`config.mk`:
```
export PLATFORM = sky130hd
export DESIGN_NAME = riscv_run_controller
export DESIGN_NICKNAME = d
export VERILOG_FILES = /design/src/rtl/riscv_run_controller.sv
export SDC_FILE = /design/constraint.sdc
export NUM_CORES = 1
export LEC_CHECK = 0
export ABC_CLOCK_PERIOD_IN_PS = 10950
export BUFFER_PORTS_ARGS = -buffer_cell sky130_fd_sc_hd__buf_2
export CORE_UTILIZATION = 55
export CTS_BUF_LIST = sky130_fd_sc_hd__clkbuf_8
export DETAILED_ROUTE_END_ITERATION = 10
export PLACE_DENSITY = 0.93
export SKIP_CTS_REPAIR_TIMING = 1
export SLEW_MARGIN = 15
export SYNTH_ARGS = -nofsm -noshare
export SYNTH_HDL_FRONTEND = slang
export SYNTH_SLANG_ARGS = --single-unit
export TNS_END_PERCENT = 100
```
`constraint.sdc`:
```
create_clock -name clk -period 10.95 [get_ports clk]
set_input_delay 1.095 -clock clk [delete_from_list [all_inputs] [get_ports clk]]
set_output_delay 1.095 -clock clk [all_outputs]
set_load 0.01 [all_outputs]
```
`src/rtl/riscv_run_controller.sv`:
```
// Run controller for the RISCV_Simplified core: drives the core reset sequence,
// bounds the run with a cycle budget and reports how and when the run ended.
module riscv_run_controller #(
  parameter int unsigned RESET_CYCLES = 2,
  parameter int unsigned MAX_CYCLES   = 200,
  parameter int unsigned CNT_W        = 32,
  parameter int unsigned PC_W         = 32,
  parameter int unsigned HALT_REPEAT  = 4,
  parameter logic [31:0] TOHOST_ADDR  = 32'h0000_1000
) (
  input  logic             clk,
  input  logic             reset,
  input  logic             start,
  input  logic             retire_valid,
  input  logic [PC_W-1:0]  retire_pc,
  input  logic             mem_wr_en,
  input  logic [31:0]      mem_wr_addr,
  input  logic [31:0]      mem_wr_data,
  output logic             core_reset,
  output logic             running,
  output logic             done,
  output logic [2:0]       status,
  output logic [30:0]      exit_code,
  output logic [CNT_W-1:0] cycle_count,
  output logic [CNT_W-1:0] instret_count
);

  typedef enum logic [1:0] {
    ST_IDLE = 2'd0,
    ST_HOLD = 2'd1,
    ST_RUN  = 2'd2,
    ST_DONE = 2'd3
  } state_t;

  localparam logic [2:0] STAT_NONE    = 3'd0;
  localparam logic [2:0] STAT_PASS    = 3'd1;
  localparam logic [2:0] STAT_FAIL    = 3'd2;
  localparam logic [2:0] STAT_TIMEOUT = 3'd3;
  localparam logic [2:0] STAT_HALT    = 3'd4;

  localparam int unsigned HOLD_W = (RESET_CYCLES > 1) ? $clog2(RESET_CYCLES) : 1;
  localparam int unsigned REP_W  = $clog2(HALT_REPEAT + 1);

  localparam logic [HOLD_W-1:0] HOLD_LOAD = HOLD_W'(RESET_CYCLES - 1);
  localparam logic [REP_W-1:0]  REP_HALT  = REP_W'(HALT_REPEAT);
  localparam logic [CNT_W-1:0]  CYC_LIMIT = CNT_W'(MAX_CYCLES);

  state_t            state_q, state_d;
  logic [HOLD_W-1:0] hold_q, hold_d;
  logic [CNT_W-1:0]  cycle_q, cycle_d;
  logic [CNT_W-1:0]  instret_q, instret_d;
  logic [2:0]        status_q, status_d;
  logic [30:0]       exit_q, exit_d;
  logic [PC_W-1:0]   last_pc_q, last_pc_d;
  logic              last_vld_q, last_vld_d;
  logic [REP_W-1:0]  rep_q, rep_d;
  logic              core_reset_q, core_reset_d;
  logic              running_q, running_d;
  logic              done_q, done_d;

  logic [CNT_W-1:0]  cycle_inc_s;
  logic [CNT_W-1:0]  instret_inc_s;
  logic              same_pc_s;
  logic [REP_W-1:0]  rep_next_s;
  logic              tohost_s;
  logic              halt_s;
  logic              timeout_s;

  // Event decode; only acted upon while the core is running.
  always_comb begin
    cycle_inc_s   = cycle_q + {{(CNT_W-1){1'b0}}, 1'b1};
    instret_inc_s = instret_q + {{(CNT_W-1){1'b0}}, retire_valid};
    same_pc_s     = last_vld_q && (retire_pc == last_pc_q);
    if (same_pc_s) begin
      rep_next_s = rep_q + {{(REP_W-1){1'b0}}, 1'b1};
    end else begin
      rep_next_s = {{(REP_W-1){1'b0}}, 1'b1};
    end
    tohost_s  = mem_wr_en && (mem_wr_addr == TOHOST_ADDR) && (mem_wr_data != 32'd0);
    halt_s    = retire_valid && (rep_next_s == REP_HALT);
    timeout_s = (cycle_inc_s == CYC_LIMIT);
  end

  // Next-state and next-value logic for the whole controller.
  always_comb begin
    state_d    = state_q;
    hold_d     = hold_q;
    cycle_d    = cycle_q;
    instret_d  = instret_q;
    status_d   = status_q;
    exit_d     = exit_q;
    last_pc_d  = last_pc_q;
    last_vld_d = last_vld_q;
    rep_d      = rep_q;

    case (state_q)
      ST_IDLE, ST_DONE: begin
        if (start) begin
          state_d    = ST_HOLD;
          hold_d     = HOLD_LOAD;
          cycle_d    = {CNT_W{1'b0}};
          instret_d  = {CNT_W{1'b0}};
          status_d   = STAT_NONE;
          exit_d     = 31'd0;
          last_pc_d  = {PC_W{1'b0}};
          last_vld_d = 1'b0;
          rep_d      = {REP_W{1'b0}};
        end else begin
          state_d = state_q;
        end
      end
      ST_HOLD: begin
        if (hold_q == {HOLD_W{1'b0}}) begin
          state_d = ST_RUN;
        end else begin
          hold_d = hold_q - {{(HOLD_W-1){1'b0}}, 1'b1};
        end
      end
      ST_RUN: begin
        cycle_d   = cycle_inc_s;
        instret_d = instret_inc_s;
        if (retire_valid) begin
          rep_d      = rep_next_s;
          last_pc_d  = retire_pc;
          last_vld_d = 1'b1;
        end else begin
          rep_d = rep_q;
        end
        // Store result outranks a halt, which outranks running out of budget.
        if (tohost_s) begin
          state_d = ST_DONE;
          if (mem_wr_data == 32'd1) begin
            status_d = STAT_PASS;
          end else begin
            status_d = STAT_FAIL;
            exit_d   = mem_wr_data[31:1];
          end
        end else if (halt_s) begin
          state_d  = ST_DONE;
          status_d = STAT_HALT;
        end else if (timeout_s) begin
          state_d  = ST_DONE;
          status_d = STAT_TIMEOUT;
        end else begin
          state_d = ST_RUN;
        end
      end
      default: begin
        state_d = ST_IDLE;
      end
    endcase

    // Outputs follow the state being entered so they are registered with it.
    core_reset_d = (state_d != ST_RUN);
    running_d    = (state_d == ST_RUN);
    done_d       = (state_d == ST_DONE);
  end

  // State and output registers.
  always_ff @(posedge clk or posedge reset) begin
    if (reset) begin
      state_q      <= ST_IDLE;
      hold_q       <= {HOLD_W{1'b0}};
      cycle_q      <= {CNT_W{1'b0}};
      instret_q    <= {CNT_W{1'b0}};
      status_q     <= STAT_NONE;
      exit_q       <= 31'd0;
      last_pc_q    <= {PC_W{1'b0}};
      last_vld_q   <= 1'b0;
      rep_q        <= {REP_W{1'b0}};
      core_reset_q <= 1'b1;
      running_q    <= 1'b0;
      done_q       <= 1'b0;
    end else begin
      state_q      <= state_d;
      hold_q       <= hold_d;
      cycle_q      <= cycle_d;
      instret_q    <= instret_d;
      status_q     <= status_d;
      exit_q       <= exit_d;
      last_pc_q    <= last_pc_d;
      last_vld_q   <= last_vld_d;
      rep_q        <= rep_d;
      core_reset_q <= core_reset_d;
      running_q    <= running_d;
      done_q       <= done_d;
    end
  end

  assign core_reset    = core_reset_q;
  assign running       = running_q;
  assign done          = done_q;
  assign status        = status_q;
  assign exit_code     = exit_q;
  assign cycle_count   = cycle_q;
  assign instret_count = instret_q;

endmodule

```
==> results by stage <==
Logic synthesis:
- Among all flip-flop cells after synthesis, the most frequent one is sky130_fd_sc_hd__dfrtp_1.
- The area share of the leading cell type in the synthesized netlist is 47.0%.
- The post-synthesis cell type count is 62.
- Synthesis produced 810 cells.
- The most common cell in the synthesized netlist is sky130_fd_sc_hd__dfrtp_1.
- During synthesis, Yosys emitted a total of 0 warnings.
- Of all flip-flops after synthesis, the portion carrying an async set or reset was 100%.
- Each instance of the synthesized netlist takes up on average 9.14 um2.
- The cell area that synthesis handed to floorplanning was 7400 um2.
- The top cell type by total area after synthesis is sky130_fd_sc_hd__dfrtp_1.
- By count the netlist is led by 139 x sky130_fd_sc_hd__dfrtp_1, 135 x sky130_fd_sc_hd__nand2_1, 73 x sky130_fd_sc_hd__o21ai_0, 49 x sky130_fd_sc_hd__xor2_1, 48 x sky130_fd_sc_hd__nor2_1.
- In the post-synthesis netlist, the biggest area contributors are sky130_fd_sc_hd__dfrtp_1 47%, sky130_fd_sc_hd__nand2_1 6.8%, sky130_fd_sc_hd__xor2_1 5.8%.
- The number of nets handed over by synthesis was 917.
- The number of enable-type register cells in the synthesized netlist is 0.
- Summing the sequential cell areas from Yosys gives 47.4% of the chip area.
- In this run, synthesis produced a sequential element count of 140.

GRT:
- The global-route wire length before repair is 31,100 um.
- The total overflow reported by the global router is 0.
- The maximum number of pins on one net before global-route repair is 75.
- Across every metal layer, demand over resource in global routing totals 27.7%.
- The via count of the first global-routing pass is 6,301.
- The initial antenna violation count is 0.

Floorplanning:
- The floorplan step set the die width to 118 um.
- The starting density of the core is 56.1%.
- The vertical extent of the die is 118 um.
- The die covers 13,900 um2.
- The number of top-level design ports is 202.
- The number of rows created at floorplan is 42.
- After floorplanning, the core was sized to cover 13,200 um2.

STA:
- Hold timing on the final database bottoms out at a slack of 0.483 ns.
- The worst path needs 3.48 ns of the cycle, external delays included.
- The largest clock skew in the final design is 0.0124 ns.
- The worst slew slack as a fraction of its limit is 24.9%.
- The final hold violation count came to 0.
- The count of pins over their slew limit was 0.
- Setup violations remaining at the end of the flow were counted as 0.
- Dividing the final minimum period by the clock period gives 31.8%.
- Setup repair after global routing left no endpoint under its margin.
- The achievable clock frequency is 288 MHz.
- At the pin with the least slew margin, the transition time is 1.13 ns.
- Summed over all failing endpoints, the final setup total negative slack is 0 ns.

Clock tree:
- Clock latency on the worst-skew pair, taken at its later pin, is 0.44 ns.
- The clock drives 140 sinks.
- After clock tree synthesis, the clock-pin slew on the worst setup and hold paths is 0.08 ns.
- CTS placed an instance of sky130_fd_sc_hd__clkbuf_8 at the clock tree root.
- The TritonCTS clock tree is built.
- Clock tree synthesis inserted a total of 17 buffers.
- The H-tree depth is 4.
- Counting along the longest clock path gives a buffer depth of 2.

Cells and area:
- The number of antenna diodes in the final layout is 0.
- The post-layout instance count excluding filler cells is 1,171.
- The post-route netlist has 25.3% of its cells at a drive strength greater than 1.
- The area of all sequential standard cells is 3500 um2.
- The area taken by multi-input logic gates is 3650 um2.
- Counting the fill cells in the layout gives 1,054.
- Compared with the post-synthesis result, the final layout area differs by 20.4%.
- The final net count is 1,089.

Critical path:
- In this run the critical register-to-register path is launched from cycle_count[0].
- The critical path startpoint category is a flip-flop.
- STA puts the critical path data required time at 11.28 ns.
- The worst register-to-register path has a setup slack of 7.47 ns.
- The destination of the worst register-to-register timing path is status[2].
- The critical path is of the reg -> reg type.
- In this run the worst path has a maximum fanout of 8.
- The worst setup path is captured at a flip-flop.
- The cell depth of the worst flop-to-flop path is 9.
- The worst path arrival time is 3.81 ns.

Drt:
- The iteration count of the initial detailed-routing pass is 6.
- For this block, the routed nets add up to 18,900 um of wire.
- The number of violations reported at the end of detailed-routing iteration 0 is 670.
- The routed layout has 6,940 vias.
- Once detail routing completed, the nets flagged for antenna violations numbered 0.
- The remaining routing DRC violations is 0.
- After detailed routing, the average wire length per cell comes to 16.1 um.
- Using the TritonRoute via totals, the vias-per-cell ratio works out to 5.93.

Power and ir drop:
- The power density over cell area is 168 nW/um2.
- IR analysis of the VDD net gives a maximum drop of 109 uV.
- Summed over all cells, the static leakage comes to 4.37 nW.

Placement:
- Routability-driven placement finished with a final weighted congestion of 0.915.
- Input and output buffers added on the ports amount to 201.
- The final HPWL from detailed placement is 13,000 um.
- The number of placed instances, taps included, is 1,138.

Hold path:
- The worst hold path terminates at exit_code[0].
- In this run the worst hold path is classified as reg -> reg.
- The source of the worst hold timing path is exit_code[0].
- The worst hold path passes through 2 cells.

Status:
- The flow ran to the end, and the final reports show no timing, DRC or antenna violations.

Job:
- The max capacitance violation total is 0.
critical path, cell delays in order, from the launching register on:
cell and delay, ns:
sky130_fd_sc_hd__dfrtp_1 0.53, sky130_fd_sc_hd__ha_1 0.34, sky130_fd_sc_hd__nand3_1 0.24, sky130_fd_sc_hd__nor4_2 0.56, sky130_fd_sc_hd__nand4_1 0.23, sky130_fd_sc_hd__mux2i_1 0.16
sky130_fd_sc_hd__a2111oi_0 0.56, sky130_fd_sc_hd__and4b_2 0.41, sky130_fd_sc_hd__nor3b_1 0.07, sky130_fd_sc_hd__a211o_1 0.26
cell type report:
| cell class | instances | share of cell area, % |
|---|---|---|
| Clock buffer | 20 | 3.09 |
| Clock inverter | 12 | 1.63 |
| Inverter | 14 | 0.646 |
| Multi-Input combinational cell | 603 | 41.0 |
| Sequential cell | 140 | 39.3 |
| Tap cell | 176 | 2.47 |
| Timing Repair Buffer | 206 | 11.9 |
power breakdown:
part	internal [mW]	total (mW)	switching, mW
Combinational	0.147	0.411	0.264
Clock	0.241	0.443	0.201
Sequential	0.591	0.644	0.0528
Total	0.979	1.50	0.518
routing by layer:
metal / part of all wire (%) / wire length [um] / vias up / GRT usage [%]
li1: - / - / 3248 / -
met1: 42 / 8000 / 3374 / 37.8
met2: 49 / 9290 / 285 / 44.6
met3: 6.9 / 1290 / 33 / 5.96
met4: 1.6 / 306 / 0 / 7.93
met5: 0 / 0 / - / 0
metrics by stage:
stage / worst slack (ns) / total power [mW] / util [%] / instance area (um2)
2_1_floorplan: 6.10 / 0.915 / - / 7400
3_3_place_gp: 7.27 / 1.03 / 64.2 / 8470
3_5_place_dp: 7.12 / 1.05 / 64.2 / 8470
4_1_cts: 7.54 / 1.49 / 67.4 / 8890
5_1_grt: 7.27 / 1.58 / 67.5 / 8910
6_report: 7.47 / 1.50 / 67.5 / 8910
worst max-delay path by stage:
stage	from	end	cells past startpoint
4_1_cts	cycle_count[0]	status[2]	9
3_5_place_dp	mem_wr_data[1]	exit_code[2]	7
5_1_grt	cycle_count[0]	status[2]	9
6_report	cycle_count[0]	status[2]	9
3_3_place_gp	mem_wr_data[1]	exit_code[28]	7
2_1_floorplan	reset	cycle_count[0]	1
sequential cells by signal, indices dropped and copies added (netlist names), 2 cells and up:
signal and count:
cycle_count 32, instret_count 32, last_pc_q 32, exit_code 31
rep_q 3, status 3, state_q 2
logic make-up (layout without fill, tap and decap cells):
logic type                 count (synthesis)  in the layout  share of synthesized area, %
buffers and inverters                     67            252                          3.53
muxes                                      3              3                         0.423
AOI/OAI and AO/OA                        170            170                          15.0
adders and majority gates                  6              6                          1.01
and+or+nand+nor                          348            348                          23.7
xor gates and xnor gates                  76             76                          9.00
DFF                                      140            140                          47.4
cells in the final DEF (no fill, tap or decap), types with 3 or more instances in the layout:
cell                         instances
sky130_fd_sc_hd__a21oi_1            16
sky130_fd_sc_hd__a22o_1             39
sky130_fd_sc_hd__a31oi_1             8
sky130_fd_sc_hd__and2_1              5
sky130_fd_sc_hd__and3_1             17
sky130_fd_sc_hd__and4_1              8
sky130_fd_sc_hd__buf_2             201
sky130_fd_sc_hd__buf_4               4
sky130_fd_sc_hd__bufinv_16           3
sky130_fd_sc_hd__clkbuf_8           20
sky130_fd_sc_hd__clkinv_2            4
sky130_fd_sc_hd__clkinvlp_4          3
sky130_fd_sc_hd__dfrtp_1           139
sky130_fd_sc_hd__ha_1                6
sky130_fd_sc_hd__inv_1              14
sky130_fd_sc_hd__nand2_1           135
sky130_fd_sc_hd__nand2b_1            3
sky130_fd_sc_hd__nand3_1            31
sky130_fd_sc_hd__nand4_1            27
sky130_fd_sc_hd__nor2_1             47
sky130_fd_sc_hd__nor3_1             18
sky130_fd_sc_hd__nor4_1             26
sky130_fd_sc_hd__o21ai_0            73
sky130_fd_sc_hd__o31ai_1            12
sky130_fd_sc_hd__or3_1               8
sky130_fd_sc_hd__xnor2_1            27
sky130_fd_sc_hd__xor2_1             49
(Power assumes the default switching activity.)
